### config.mk
export PLATFORM = sky130hd
export DESIGN_NAME = ets_window_readout
export DESIGN_NICKNAME = d
export VERILOG_FILES = /design/src/rtl/ets_pkg.sv /design/src/rtl/ets_snapshot_bank.sv /design/src/rtl/ets_window_readout.sv
export SDC_FILE = /design/constraint.sdc
export NUM_CORES = 1
export LEC_CHECK = 0
export CELL_PAD_IN_SITES_DETAIL_PLACEMENT = 1
export CELL_PAD_IN_SITES_GLOBAL_PLACEMENT = 1
export CORE_MARGIN = 5
export CORE_UTILIZATION = 36
export DETAILED_ROUTE_END_ITERATION = 7
export GPL_ROUTABILITY_DRIVEN = 0
export PLACE_DENSITY_LB_ADDON = 0.1
export SETUP_SLACK_MARGIN = 0.1
export SLEW_MARGIN = 20
export SYNTH_ARGS = -nofsm -noshare
export SYNTH_HDL_FRONTEND = slang
export SYNTH_SLANG_ARGS = --single-unit
export TNS_END_PERCENT = 5
### constraint.sdc
create_clock -name clk -period 8.1 [get_ports clk]
set_clock_uncertainty 0.1 [all_clocks]
set_input_delay 1.62 -clock clk [delete_from_list [all_inputs] [get_ports clk]]
set_output_delay 1.62 -clock clk [all_outputs]
set_load 0.02 [all_outputs]
### src/rtl/ets_pkg.sv
`default_nettype none
// ============================================================================
// ets_pkg : shared sizes and FSM state encoding for the ETS window readout
// Revision: 1.0
// ============================================================================
package ets_pkg;

    localparam int NUM_LANES   = 8;
    localparam int CNT_W       = 32;
    localparam int FRAME_WORDS = NUM_LANES + 1;
    localparam int IDX_W       = 4;

    // Word index of the final (lane 7) word in a frame; index 0 is the header.
    localparam logic [IDX_W-1:0] LAST_IDX = IDX_W'(FRAME_WORDS - 1);

    typedef enum logic [2:0] {
        S_IDLE   = 3'd0,
        S_CLEAR  = 3'd1,
        S_ACCUM  = 3'd2,
        S_SETTLE = 3'd3,
        S_SNAP   = 3'd4,
        S_STREAM = 3'd5,
        S_DONE   = 3'd6
    } state_t;

endpackage
`default_nettype wire

### src/rtl/ets_snapshot_bank.sv
`default_nettype none
// ============================================================================
// ets_snapshot_bank : captures all adder lanes on a strobe and muxes one frame
//                     word (header or a lane) onto the output.
// Revision: 1.0
// ============================================================================
module ets_snapshot_bank
    import ets_pkg::*;
(
    input  logic                       clk,
    input  logic                       reset,
    input  logic                       capture,
    input  logic [NUM_LANES*CNT_W-1:0] cnt_in,
    input  logic [CNT_W-1:0]           header,
    input  logic [IDX_W-1:0]           sel,
    output logic [CNT_W-1:0]           word
);

    logic [CNT_W-1:0] r_lane [NUM_LANES];

    always_ff @(posedge clk) begin
        if (!reset) begin
            for (int i = 0; i < NUM_LANES; i++) begin
                r_lane[i] <= '0;
            end
        end else if (capture) begin
            for (int i = 0; i < NUM_LANES; i++) begin
                r_lane[i] <= cnt_in[i*CNT_W +: CNT_W];
            end
        end
    end

    // Index 0 selects the header, 1..NUM_LANES select lanes 0..NUM_LANES-1.
    always_comb begin
        word = header;
        for (int i = 0; i < NUM_LANES; i++) begin
            if (sel == IDX_W'(i + 1)) begin
                word = r_lane[i];
            end
        end
    end

endmodule
`default_nettype wire

### src/rtl/ets_window_readout.sv
`default_nettype none
// ============================================================================
// ets_window_readout : gates an 8-lane bit-count adder for a window of samples,
//                      snapshots the lanes and streams header + lanes out.
// Revision: 1.0
// ============================================================================
module ets_window_readout
    import ets_pkg::*;
(
    input  logic                       clk,
    input  logic                       reset,
    input  logic                       start,
    input  logic [CNT_W-1:0]           window_len,
    input  logic                       sample_valid,
    output logic                       acc_enable,
    output logic                       acc_clr,
    input  logic [NUM_LANES*CNT_W-1:0] cnt_in,
    output logic [CNT_W-1:0]           m_data,
    output logic                       m_valid,
    input  logic                       m_ready,
    output logic                       m_last,
    output logic                       busy,
    output logic                       done
);

    state_t           r_state;
    state_t           w_state_nxt;
    logic [CNT_W-1:0] r_len_q;
    logic [CNT_W-1:0] r_remaining;
    logic [IDX_W-1:0] r_idx;
    logic             w_capture;
    logic             w_at_last;
    logic             w_xfer;
    logic [CNT_W-1:0] w_word;

    always_ff @(posedge clk) begin
        if (!reset) begin
            r_state <= S_IDLE;
        end else begin
            r_state <= w_state_nxt;
        end
    end

    always_ff @(posedge clk) begin
        if (!reset) begin
            r_len_q     <= '0;
            r_remaining <= '0;
            r_idx       <= '0;
        end else begin
            if (r_state == S_IDLE && start) begin
                r_len_q     <= window_len;
                r_remaining <= window_len;
            end else if (r_state == S_ACCUM && sample_valid) begin
                r_remaining <= r_remaining - 1'b1;
            end

            if (r_state != S_STREAM) begin
                r_idx <= '0;
            end else if (w_xfer) begin
                r_idx <= w_at_last ? '0 : r_idx + 1'b1;
            end
        end
    end

    assign w_at_last = (r_idx == LAST_IDX);
    assign w_xfer    = m_valid & m_ready;

    always_comb begin
        w_state_nxt = r_state;
        acc_enable  = 1'b0;
        acc_clr     = 1'b0;
        m_valid     = 1'b0;
        m_last      = 1'b0;
        done        = 1'b0;
        w_capture   = 1'b0;
        case (r_state)
            S_IDLE: begin
                if (start) begin
                    w_state_nxt = S_CLEAR;
                end
            end
            S_CLEAR: begin
                acc_clr     = 1'b1;
                w_state_nxt = (r_len_q != '0) ? S_ACCUM : S_SETTLE;
            end
            S_ACCUM: begin
                acc_enable = sample_valid;
                // remaining is never 0 here, so ==1 marks the final sample
                if (sample_valid && r_remaining == CNT_W'(1)) begin
                    w_state_nxt = S_SETTLE;
                end
            end
            S_SETTLE: begin
                w_state_nxt = S_SNAP;
            end
            S_SNAP: begin
                acc_clr     = 1'b1;
                w_capture   = 1'b1;
                w_state_nxt = S_STREAM;
            end
            S_STREAM: begin
                m_valid = 1'b1;
                m_last  = w_at_last;
                if (m_ready && w_at_last) begin
                    w_state_nxt = S_DONE;
                end
            end
            S_DONE: begin
                done        = 1'b1;
                w_state_nxt = S_IDLE;
            end
            default: begin
                w_state_nxt = S_IDLE;
            end
        endcase
    end

    assign busy   = (r_state != S_IDLE);
    assign m_data = m_valid ? w_word : '0;

    ets_snapshot_bank u_bank (
        .clk     (clk),
        .reset   (reset),
        .capture (w_capture),
        .cnt_in  (cnt_in),
        .header  (r_len_q),
        .sel     (r_idx),
        .word    (w_word)
    );

endmodule
`default_nettype wire

==> run_summary.xml <==
<?xml version="1.0" encoding="UTF-8"?>
<metrics>
  <group name="synth">
    <metric name="synth.lib_cells_used.distinct" unit="">56</metric>
    <metric name="synth_enable_flop_cells" unit="">256</metric>
    <metric name="synth.top_cells.by_area" unit="">sky130_fd_sc_hd__edfxtp_1 49%, sky130_fd_sc_hd__and2_1 10%, sky130_fd_sc_hd__dfxtp_1 9.0%</metric>
    <metric name="seq_area_frac_synth" unit="%">57.9</metric>
    <metric name="synthDominantCellAreaShare" unit="%">48.8</metric>
    <metric name="ys_flop_type" unit="">sky130_fd_sc_hd__edfxtp_1</metric>
    <metric name="synthesis.area" unit="mm²">0.0157</metric>
    <metric name="synth.largest_area_cell" unit="">sky130_fd_sc_hd__edfxtp_1</metric>
    <metric name="postSynthCellCount" unit="">1462</metric>
    <metric name="synth_area_per_cell" unit="µm²">10.8</metric>
    <metric name="synth.ff_latch_count" unit="">327</metric>
    <metric name="warnings_from_yosys" unit="">0</metric>
    <metric name="syn_nets" unit="">1761</metric>
    <metric name="postSynth.asyncResetShare" unit="%">0</metric>
  </group>
  <group name="min_path">
    <metric name="worst_min_delay_path_class" unit="">register to register</metric>
    <metric name="min_to" unit="">r_len_q[24]</metric>
    <metric name="min-delay-start" unit="">r_len_q[24]</metric>
    <metric name="hold-path-cell-count" unit="">2</metric>
  </group>
  <group name="routing">
    <metric name="detail_route.vias_per_cell" unit="">5.36</metric>
    <metric name="wl_per_cell" unit="µm">24.2</metric>
    <metric name="route.vias.total" unit="">12500</metric>
    <metric name="drt-initial-drc-count" unit="">919</metric>
    <metric name="drc" unit="">0</metric>
    <metric name="wl" unit="µm">56600</metric>
    <metric name="number_of_routed_nets_with_antenna_violations" unit="">0</metric>
    <metric name="dr.pass1.iters" unit="">5</metric>
  </group>
  <group name="timing">
    <metric name="setup_viol" unit="">0</metric>
    <metric name="fmaxAchievable" unit="MHz">161</metric>
    <metric name="relSlewSlack" unit="%">29.7</metric>
    <metric name="fin_crit" unit="ns">6.21</metric>
    <metric name="hold_viol" unit="">0</metric>
    <metric name="timing_max_transition_violations_final" unit="">0</metric>
    <metric name="post-route-period-util" unit="%">76.6</metric>
    <metric name="worst_slew_pin_slew" unit="ns">1.05</metric>
    <metric name="grt_setup_unrepaired" unit="">no</metric>
    <metric name="worst_hold_slack" unit="ns">0.394</metric>
    <metric name="setup_total_negative_slack" unit="ns">0</metric>
  </group>
  <group name="layout">
    <metric name="layout.cells.most_common" unit="">sky130_fd_sc_hd__clkdlybuf4s50_1</metric>
    <metric name="area.growth.synth_to_final" unit="%">32.1</metric>
    <metric name="fillers" unit="">4708</metric>
    <metric name="finish.instance_area" unit="mm²">0.0208</metric>
    <metric name="mostFrequentLayoutCells" unit="">329 x sky130_fd_sc_hd__clkdlybuf4s50_1, 257 x sky130_fd_sc_hd__and2_1, 256 x sky130_fd_sc_hd__edfxtp_1</metric>
    <metric name="post-route-util" unit="%">48.2</metric>
    <metric name="fin_cells" unit="">2341</metric>
    <metric name="insertedDiodeCount" unit="">0</metric>
    <metric name="layout.nets" unit="">2027</metric>
    <metric name="drive_gt1_share" unit="%">7.35</metric>
  </group>
  <group name="global_route">
    <metric name="grt_antenna_before_repair" unit="">4</metric>
    <metric name="grt_overflow_total" unit="">0</metric>
    <metric name="gr-usage-all-layers" unit="%">22.9</metric>
    <metric name="grt_pass1_vias" unit="">13300</metric>
    <metric name="grt_pass1_wl" unit="µm">83200</metric>
    <metric name="pin_count_of_the_biggest_net_entering_global_routing" unit="">103</metric>
  </group>
  <group name="floorplanning">
    <metric name="top_level_ports" unit="">331</metric>
    <metric name="die_y" unit="µm">219</metric>
    <metric name="fp-row-count" unit="">76</metric>
    <metric name="coreArea" unit="mm²">0.0432</metric>
    <metric name="initial_core_util" unit="%">36.5</metric>
    <metric name="design.die.area" unit="mm²">0.0480</metric>
    <metric name="die_width" unit="µm">219</metric>
  </group>
  <group name="pwr">
    <metric name="power-per-cell-area" unit="mW/mm²">201</metric>
    <metric name="cellLeakagePower" unit="nW">7.18</metric>
    <metric name="power.ir.vdd_worst" unit="V">0.000129</metric>
  </group>
  <group name="critical_path">
    <metric name="timing.rr.start" unit="">r_state[2]</metric>
    <metric name="cp_slowest_stage_delay" unit="ns">0.78</metric>
    <metric name="critical_path.startpoint_type" unit="">register</metric>
    <metric name="max_fo_critical_path" unit="">34</metric>
    <metric name="critical_path.reg2reg.endpoint" unit="">u_bank.r_lane[0][159]</metric>
    <metric name="crit_path_end_kind" unit="">primary output</metric>
    <metric name="rr_worst_depth" unit="">3</metric>
    <metric name="critical_path_class" unit="">register to primary output</metric>
    <metric name="r2r_setup_slack" unit="ns">4.92</metric>
    <metric name="worst_ep_arrival_time" unit="ns">4.49</metric>
    <metric name="cpMostUsedCell" unit="">sky130_fd_sc_hd__inv_1</metric>
    <metric name="critPathSlowestCell" unit="">sky130_fd_sc_hd__ha_2</metric>
    <metric name="critical_path.cell_chain" unit="">inv_1, ha_2, inv_1, a21boi_2, buf_4, o221a_2, nor4_1, a211oi_1, clkdlybuf4s50_1</metric>
    <metric name="crit_required" unit="ns">6.38</metric>
  </group>
  <group name="run">
    <metric name="max_cap_viol_count" unit="">0</metric>
  </group>
  <group name="place">
    <metric name="dpl.cell_count" unit="">2273</metric>
    <metric name="port_buffers" unit="">330</metric>
    <metric name="place_area" unit="mm²">0.0195</metric>
    <metric name="place.detailed.hpwl" unit="µm">39600</metric>
  </group>
  <group name="cts">
    <metric name="number_of_buffers_created_by_cts" unit="">38</metric>
    <metric name="cts-root-buf" unit="">sky130_fd_sc_hd__clkbuf_16</metric>
    <metric name="clkTransAtPathRegs" unit="ns">0.06</metric>
    <metric name="hold_buffers" unit="">0</metric>
    <metric name="htree_num_levels" unit="">2</metric>
    <metric name="postCtsSetupRepairBufs" unit="">0</metric>
    <metric name="cts_repair_resize_count" unit="">0</metric>
    <metric name="number_of_clock_sinks" unit="">327</metric>
    <metric name="clk_path_buf_depth" unit="">3</metric>
    <metric name="worst_skew_pair.late_latency" unit="ns">0.55</metric>
    <metric name="cts_tree" unit="">yes</metric>
  </group>
  <group name="status">
    <metric name="status" unit="">finished, final reports clean</metric>
  </group>
</metrics>
## how the worst max path moves through the flow
stage / startpoint / slack (ns) / end / cells after the start
2_1_floorplan: reset / 2.62 / u_bank.r_lane[0][0] / 2
4_1_cts: r_idx[0] / 1.63 / m_data[17] / 9
5_1_grt: r_idx[1] / 1.64 / m_data[17] / 9
3_5_place_dp: r_idx[0] / 2.27 / m_data[17] / 9
3_3_place_gp: r_idx[2] / 2.33 / m_data[17] / 6
6_report: r_idx[1] / 1.89 / m_data[17] / 9
## metal layers
metal | up-vias | track usage [%] | wire [µm]
met2 | 361 | 39.2 | 27900
met1 | 6219 | 29.7 | 24300
met3 | 76 | 4.52 | 2980
met4 | 2 | 6.36 | 1460
li1 | 5888 | - | -
met5 | - | 0 | 13
## per-stage QoR
stage | power (W) | setup WS, ns
finish | 0.00419 | 1.89
CTS | 0.00423 | 1.63
global route | 0.00435 | 1.64
global placement | 0.00246 | 2.33
detailed placement | 0.00247 | 2.27
floorplan | 0.00221 | 2.62
## layout make-up
cell class | instances | area [µm²] | area share (%)
Multi-Input combinational cell | 1002 | 6220 | 29.9
Clock inverter | 18 | 179 | 0.861
Tap cell | 585 | 732 | 3.52
Inverter | 13 | 48.8 | 0.235
Clock buffer | 50 | 1080 | 5.19
Timing Repair Buffer | 346 | 3420 | 16.5
Sequential cell | 327 | 9110 | 43.8
## report_power, final
group,total (W),internal [W],switching [W]
registers,0.00199,0.00192,0.0000752
clock network,0.00175,0.00106,0.000691
logic,0.000444,0.000223,0.000221
total,0.00419,0.00320,0.000987
## cells by family after synthesis
family          after synthesis  synth area share [%]
compound gates              371                  15.9
xor+xnor                     16                 0.890
fa+ha+maj                     6                 0.477
buf+inv                     133                  3.22
flops                       327                  57.9
mux                           4                 0.262
simple gates                605                  21.4
## cells in the mapped netlist, drive strengths merged, types with 6 or more instances
cell and number:
a31oi 6, nor3 21, nand2 180, dfxtp 71
inv 13, a21oi 126, buf 12, and2 257
o22ai 6, nand3 15, a22oi 29, a211oi 31
nor4 45, o21a 33, nor2 19, o221a 29
ha 6, o21ai 53, clkbuf 108, nor2b 33
or3 8, edfxtp 256, nand3b 6, xnor2 13
nand2b 6, o221ai 39
## critical path: cells and delay by family, from the launching register on
family | cells | cell delay (ns)
buffers and inverters | 4 | 1.46
flip-flops | 1 | 0.35
adder cells (fa/ha/maj) | 1 | 0.78
AO/OA/AOI/OAI | 3 | 1.26
AND/OR/NAND/NOR | 1 | 0.06
## state kept, by name, indices dropped and copies added, names as in the netlist
name	count
r_idx	4
u_bank.r_lane	256
r_state	3
r_len_q	32
r_remaining	32
No activity file was read; power rests on OpenSTA's default activity.
